==> src/rtl/baccarat_datapath_pkg.sv <==
// Shared card constants and scoring helpers for the baccarat datapath and statemachine.
package bacc_pkg;

    localparam logic [3:0] CARD_EMPTY = 4'd0;
    localparam logic [3:0] CARD_ACE   = 4'd1;
    localparam logic [3:0] CARD_KING  = 4'd13;
    localparam logic [2:0] MAX_DEALT  = 3'd6;

    // Tens and face cards count zero, as does an empty slot.
    function automatic logic [3:0] card_value(input logic [3:0] raw);
        if (raw >= CARD_ACE && raw <= 4'd9) return raw;
        return 4'd0;
    endfunction

    // Sum of three values is at most 27, so two compare stages replace a divider.
    function automatic logic [3:0] hand_score(input logic [3:0] c1,
                                              input logic [3:0] c2,
                                              input logic [3:0] c3);
        logic [4:0] sum;
        sum = {1'b0, card_value(c1)} + {1'b0, card_value(c2)} + {1'b0, card_value(c3)};
        if (sum >= 5'd20) begin
            sum = sum - 5'd20;
        end else if (sum >= 5'd10) begin
            sum = sum - 5'd10;
        end
        return sum[3:0];
    endfunction

endpackage

==> src/rtl/baccarat_datapath_if.sv <==
// Load strobes from the statemachine and card/score results back to it and the display.
interface baccarat_datapath_if;

    logic       load_pcard1, load_pcard2, load_pcard3;
    logic       load_dcard1, load_dcard2, load_dcard3;
    logic [3:0] new_card;
    logic [3:0] pcard1_out, pcard2_out, pcard3_out;
    logic [3:0] dcard1_out, dcard2_out, dcard3_out;
    logic [3:0] pscore, dscore, pcard3;
    logic [2:0] cards_dealt;
    logic       seq_err;

    modport master (
        output load_pcard1, load_pcard2, load_pcard3,
        output load_dcard1, load_dcard2, load_dcard3,
        input  new_card,
        input  pcard1_out, pcard2_out, pcard3_out,
        input  dcard1_out, dcard2_out, dcard3_out,
        input  pscore, dscore, pcard3, cards_dealt, seq_err
    );

    modport slave (
        input  load_pcard1, load_pcard2, load_pcard3,
        input  load_dcard1, load_dcard2, load_dcard3,
        output new_card,
        output pcard1_out, pcard2_out, pcard3_out,
        output dcard1_out, dcard2_out, dcard3_out,
        output pscore, dscore, pcard3, cards_dealt, seq_err
    );

endinterface

==> src/rtl/baccarat_datapath_dealer.sv <==
// Card dealer: free-running 1..13 wrap counter, restarted at DEAL_SEED on reset.
module card_dealer
    import bacc_pkg::*;
#(
    parameter logic [3:0] DEAL_SEED = 4'd1
) (
    input  logic       slow_clock,
    input  logic       reset,
    output logic [3:0] new_card
);

    always_ff @(posedge slow_clock) begin
        if (reset) begin
            new_card <= DEAL_SEED;
        end else if (new_card >= CARD_KING || new_card == CARD_EMPTY) begin
            new_card <= CARD_ACE;
        end else begin
            new_card <= new_card + 4'd1;
        end
    end

endmodule

==> src/rtl/baccarat_datapath.sv <==
// Card registers, hand scoring, deal counter and protocol-error flag for the baccarat game.
module baccarat_datapath
    import bacc_pkg::*;
#(
    parameter logic [3:0] DEAL_SEED = 4'd1
) (
    input  logic                 slow_clock,
    input  logic                 reset,
    baccarat_datapath_if.slave   dp
);

    logic [3:0] new_card;
    logic [5:0] load;
    logic [5:0] occupied;
    logic [3:0] cards [6];
    logic [2:0] cards_dealt;
    logic       seq_err;
    logic       multi_load;
    logic       overwrite;

    card_dealer #(
        .DEAL_SEED (DEAL_SEED)
    ) u_dealer (
        .slow_clock (slow_clock),
        .reset      (reset),
        .new_card   (new_card)
    );

    // Slot order: player 1..3 then dealer 1..3.
    assign load = {dp.load_dcard3, dp.load_dcard2, dp.load_dcard1,
                   dp.load_pcard3, dp.load_pcard2, dp.load_pcard1};

    always_comb begin
        occupied = '0;
        for (int i = 0; i < 6; i++) begin
            occupied[i] = (cards[i] != CARD_EMPTY);
        end
    end

    assign multi_load = (load & (load - 6'd1)) != 6'd0;
    assign overwrite  = (load & occupied) != 6'd0;

    always_ff @(posedge slow_clock) begin
        if (reset) begin
            for (int i = 0; i < 6; i++) begin
                cards[i] <= CARD_EMPTY;
            end
            cards_dealt <= 3'd0;
            seq_err     <= 1'b0;
        end else begin
            for (int i = 0; i < 6; i++) begin
                if (load[i]) cards[i] <= new_card;
            end
            if (load != 6'd0 && cards_dealt != MAX_DEALT) begin
                cards_dealt <= cards_dealt + 3'd1;
            end
            if (multi_load || overwrite) begin
                seq_err <= 1'b1;
            end
        end
    end

    assign dp.new_card    = new_card;
    assign dp.pcard1_out  = cards[0];
    assign dp.pcard2_out  = cards[1];
    assign dp.pcard3_out  = cards[2];
    assign dp.dcard1_out  = cards[3];
    assign dp.dcard2_out  = cards[4];
    assign dp.dcard3_out  = cards[5];
    assign dp.pscore      = hand_score(cards[0], cards[1], cards[2]);
    assign dp.dscore      = hand_score(cards[3], cards[4], cards[5]);
    assign dp.pcard3      = card_value(cards[2]);
    assign dp.cards_dealt = cards_dealt;
    assign dp.seq_err     = seq_err;

endmodule

==> src/flat_wrapper.sv <==
// flat-port wrapper written by rule: the top's interface ports become plain ports
module baccarat_datapath_flat import bacc_pkg::*;
#(
    parameter logic [3:0] DEAL_SEED = 4'd1
)
  (slow_clock, reset, dp_load_pcard1, dp_load_pcard2, dp_load_pcard3, dp_load_dcard1, dp_load_dcard2, dp_load_dcard3, dp_new_card, dp_pcard1_out, dp_pcard2_out, dp_pcard3_out, dp_dcard1_out, dp_dcard2_out, dp_dcard3_out, dp_pscore, dp_dscore, dp_pcard3, dp_cards_dealt, dp_seq_err);
  baccarat_datapath_if dp_i ();
  input  logic slow_clock;
  input  logic reset;
  input wire logic [$bits(dp_i.load_pcard1)-1:0] dp_load_pcard1;
  input wire logic [$bits(dp_i.load_pcard2)-1:0] dp_load_pcard2;
  input wire logic [$bits(dp_i.load_pcard3)-1:0] dp_load_pcard3;
  input wire logic [$bits(dp_i.load_dcard1)-1:0] dp_load_dcard1;
  input wire logic [$bits(dp_i.load_dcard2)-1:0] dp_load_dcard2;
  input wire logic [$bits(dp_i.load_dcard3)-1:0] dp_load_dcard3;
  output wire logic [$bits(dp_i.new_card)-1:0] dp_new_card;
  output wire logic [$bits(dp_i.pcard1_out)-1:0] dp_pcard1_out;
  output wire logic [$bits(dp_i.pcard2_out)-1:0] dp_pcard2_out;
  output wire logic [$bits(dp_i.pcard3_out)-1:0] dp_pcard3_out;
  output wire logic [$bits(dp_i.dcard1_out)-1:0] dp_dcard1_out;
  output wire logic [$bits(dp_i.dcard2_out)-1:0] dp_dcard2_out;
  output wire logic [$bits(dp_i.dcard3_out)-1:0] dp_dcard3_out;
  output wire logic [$bits(dp_i.pscore)-1:0] dp_pscore;
  output wire logic [$bits(dp_i.dscore)-1:0] dp_dscore;
  output wire logic [$bits(dp_i.pcard3)-1:0] dp_pcard3;
  output wire logic [$bits(dp_i.cards_dealt)-1:0] dp_cards_dealt;
  output wire logic [$bits(dp_i.seq_err)-1:0] dp_seq_err;
  assign dp_i.load_pcard1 = dp_load_pcard1;
  assign dp_i.load_pcard2 = dp_load_pcard2;
  assign dp_i.load_pcard3 = dp_load_pcard3;
  assign dp_i.load_dcard1 = dp_load_dcard1;
  assign dp_i.load_dcard2 = dp_load_dcard2;
  assign dp_i.load_dcard3 = dp_load_dcard3;
  assign dp_new_card = dp_i.new_card;
  assign dp_pcard1_out = dp_i.pcard1_out;
  assign dp_pcard2_out = dp_i.pcard2_out;
  assign dp_pcard3_out = dp_i.pcard3_out;
  assign dp_dcard1_out = dp_i.dcard1_out;
  assign dp_dcard2_out = dp_i.dcard2_out;
  assign dp_dcard3_out = dp_i.dcard3_out;
  assign dp_pscore = dp_i.pscore;
  assign dp_dscore = dp_i.dscore;
  assign dp_pcard3 = dp_i.pcard3;
  assign dp_cards_dealt = dp_i.cards_dealt;
  assign dp_seq_err = dp_i.seq_err;
  baccarat_datapath #(.DEAL_SEED(DEAL_SEED)) u_core (.slow_clock(slow_clock), .reset(reset), .dp(dp_i));
endmodule
==> config.mk <==
export PLATFORM = sky130hd
export DESIGN_NAME = baccarat_datapath_flat
export DESIGN_NICKNAME = d
export VERILOG_FILES = /design/src/rtl/baccarat_datapath_pkg.sv /design/src/rtl/baccarat_datapath_if.sv /design/src/rtl/baccarat_datapath_dealer.sv /design/src/rtl/baccarat_datapath.sv /design/src/flat_wrapper.sv
export SDC_FILE = /design/constraint.sdc
export NUM_CORES = 1
export LEC_CHECK = 0
export ABC_AREA = 1
export ABC_CLOCK_PERIOD_IN_PS = 6100
export CORE_ASPECT_RATIO = 2
export CORE_MARGIN = 2
export CORE_UTILIZATION = 55
export CTS_BUF_LIST = sky130_fd_sc_hd__clkbuf_8
export CTS_CLUSTER_SIZE = 10
export DETAILED_ROUTE_END_ITERATION = 8
export PLACE_DENSITY = 0.86
export SETUP_SLACK_MARGIN = 0.05
export SLEW_MARGIN = 10
export SYNTH_ARGS = -nofsm -noshare
export SYNTH_HDL_FRONTEND = slang
export SYNTH_SLANG_ARGS = --single-unit
export TNS_END_PERCENT = 30
==> constraint.sdc <==
create_clock -name slow_clock -period 6.1 [get_ports slow_clock]
set_clock_uncertainty 0.05 [all_clocks]
set_input_delay 0.61 -clock slow_clock [delete_from_list [all_inputs] [get_ports slow_clock]]
set_output_delay 0.61 -clock slow_clock [all_outputs]
set_load 0.005 [all_outputs]
==> flow_metrics.py <==
metrics = {
    "detailed_routing": {
        "drt_wl_total_mm": 5.10,
        "drtIter0Drc": 82,
        "vias": 2093,
        "met2WireLength_mm": 2.96,
        "via_per_inst": 5.07,
        "route.met3.wl_microns": 232,
        "post-route-drc-count": 0,
        "wl_per_cell_microns": 12.4,
        "drt_first_pass_iters": 4,
        "antenna_left": 0,
        "wl_met1_mm": 1.74,
        "topRoutingLayerUsed": "met4",
    },
    "sta": {
        "slew_violations": 0,
        "setup-tns-final_ps": 0,
        "tightest_slew_ps": 341,
        "post-route-period-util": 0.746,
        "setup_viol": 0,
        "max-slew-margin-rel": 0.773,
        "setup_ws_ps": 1550,
        "period_needed_ps": 4550,
        "whs_ps": 409,
        "fmax_mhz": 220,
        "hold_viol_final": 0,
        "grt_setup_unrepaired": "no",
    },
    "layout": {
        "nets": 395,
        "fin_cells": 413,
        "syn2layout_area_growth_pct": 27.5,
        "antenna_cells": 0,
        "utilization": 0.731,
        "fin_area_sq_um": 3020,
        "drive_gt1_frac": 0.0720,
    },
    "yosys": {
        "synth_nets": 338,
        "syn_avg_cell_area_sq_um": 7.81,
        "synth.distinct_cells": 23,
        "synth-seq-cells": 32,
        "seq_area_frac_synth": 0.372,
        "synth_top_area_cell": "edfxtp_1",
        "yosysWarnings": 0,
        "synth.area.top_cells": "edfxtp_1, inv_1, ha_1",
        "synth_cells": 303,
        "yosys.area.top_type_share": 0.304,
        "synth_area_sq_um": 2370,
    },
    "placed_design": {
        "gp_congestion": 0.860,
        "place_inst": 405,
        "hpwl_mm": 4.30,
        "place_area_sq_um": 2940,
        "pre_cts_ws_ps": 1860,
        "io_buffer_count": 51,
    },
    "clock_network": {
        "clock_sinks": 32,
        "cts_resized": 0,
        "worstSkewPairLatency_ps": 280,
        "numCtsBuffers": 5,
        "htree_levels": 2,
        "cts_setup_buffers": 0,
        "ctsLongestPathBuffers": 2,
        "root_buffer": "clkbuf_8",
        "hold_buffers": 0,
        "cts_tree": "yes",
        "clkSlewWorstSetupHoldPaths_ps": 60,
    },
    "critical_path": {
        "crit_type": "register to output port",
        "start_kind": "register",
        "ff2ff_path_depth": 7,
        "arrival_ps": 3890,
        "setup.worst_path.end_class": "output port",
        "cp_max_fo": 4,
        "worst-endpoint-required_ps": 5440,
    },
    "power_and_ir_drop": {
        "swShare": 0.377,
        "powerDensity_nw_per_um2": 299,
        "p_leak_nw": 1.44,
        "p_sw_mw": 0.340,
        "power_frac_comb": 0.516,
        "seq_power_share": 0.321,
        "design_power_total_mw": 0.901,
        "clockPowerShare": 0.162,
        "ir_worst_vdd_uv": 246,
        "internal-power_mw": 0.562,
    },
    "grt": {
        "grt_pass1_vias": 2027,
        "grt_usage": 0.223,
        "grt_remaining_overflow": 0,
        "grt_max_degree": 13,
        "grt_pass1_wl_mm": 8.51,
        "antenna_found_initial": 0,
    },
    "floorplanning": {
        "start_util": 0.573,
        "die_area_sq_um": 4880,
        "io_pins": 52,
        "core_area_sq_um": 4130,
        "die_h_microns": 96.8,
        "fp-row-count": 33,
        "die_w_microns": 50.4,
    },
    "hold_path": {
        "hold_class": "register to register",
        "whs_path_depth": 1,
    },
    "status": {
        "outcome": "complete, no violations",
    },
    "job": {
        "max-cap-violations": 0,
    },
}
final timing paths:
| check | start | to | slack, ps |
|---|---|---|---|
| setup / recovery | u_core.cards[0][10] | dp_pscore[3] | 1550 |
| hold / removal | u_core.u_dealer.new_card[0] | u_core.u_dealer.new_card[0] | 410 |
| setup reg to reg | u_core.u_dealer.new_card[0] | u_core.u_dealer.new_card[1] | 4600 |
| hold reg to reg | u_core.u_dealer.new_card[0] | u_core.u_dealer.new_card[0] | 410 |
final cells by class:
cell class | instances | area (sq um)
inverter | 64 | 240
tap | 52 | 65.1
multi-input combinational | 206 | 1240
clock inverter | 3 | 11.3
timing repair buffer | 51 | 510
fill | 339 | 1110
clock buffer | 5 | 68.8
sequential | 32 | 881
per-layer routing:
metal  vias to the layer above  GRT usage
met3                        19     0.0278
met1                       946      0.211
li1                       1067          -
met5                         -          0
met4                         0      0.104
met2                        61      0.438
cells in the final DEF (no fill, tap or decap), types with 3 or more instances in the layout:
cell type and instances:
inv_1 63, nor2_1 55, clkdlybuf4s50_1 51, nand2_1 46, nand3_1 29, edfxtp_1 24
ha_1 17, nand2_2 10, fa_1 10, o21ai_0 9, dfxtp_1 8, nor3_1 7
a21oi_1 6, clkbuf_8 5, nand4_1 4, inv_2 3
critical path, stage by stage (launching register included):
cell             delay [ps]
edfxtp_1                430
nor2_1                  120
o21ai_0                 120
inv_1                   100
nand2_1                 100
fa_1                    550
inv_1                    40
ha_1                    230
fa_1                    570
inv_1                   100
ha_1                    210
inv_1                    70
nand3_1                  90
nand2_1                  80
inv_2                    50
nand2_4                  70
nand2_1                  50
nand2_1                  50
nand2_1                  50
nand2_1                  50
clkdlybuf4s50_1         490
logic make-up (layout without fill, tap and decap cells):
logic type               count (synthesis)  in the layout  share of synthesized area
XOR/XNOR                                 3              3                     0.0111
flip-flops                              32             32                      0.372
AO/OA/AOI/OAI                           17             17                     0.0370
AND/OR/NAND/NOR                        159            159                      0.302
buffers and inverters                   65            123                      0.104
adder cells (fa/ha/maj)                 27             27                      0.174
power groups by stage:
stage	registers, mW	clock network [mW]	logic, mW
2_1_floorplan	0.293	0	0.269
3_3_place_gp	0.294	0	0.449
3_5_place_dp	0.294	0	0.463
4_1_cts	0.290	0.147	0.466
5_1_grt	0.294	0.158	0.525
6_report	0.290	0.146	0.465
cell usage after synthesis, drive strengths merged:
cell	n
inv	64
nand2	58
nor2	57
nand3	31
edfxtp	24
ha	17
fa	10
o21ai	10
dfxtp	8
nor3	7
a21oi	6
nand4	4
or2	2
xor2	2
buf	1
o21bai	1
xnor2	1
sequential cells by signal, summed over array words and instances (netlist names):
register	cells
u_core.cards	24
u_core.u_dealer.new_card	4
u_core.dp.seq_err	1
u_core.dp.cards_dealt	3
Note: power is estimated with default switching activity, not from simulation.
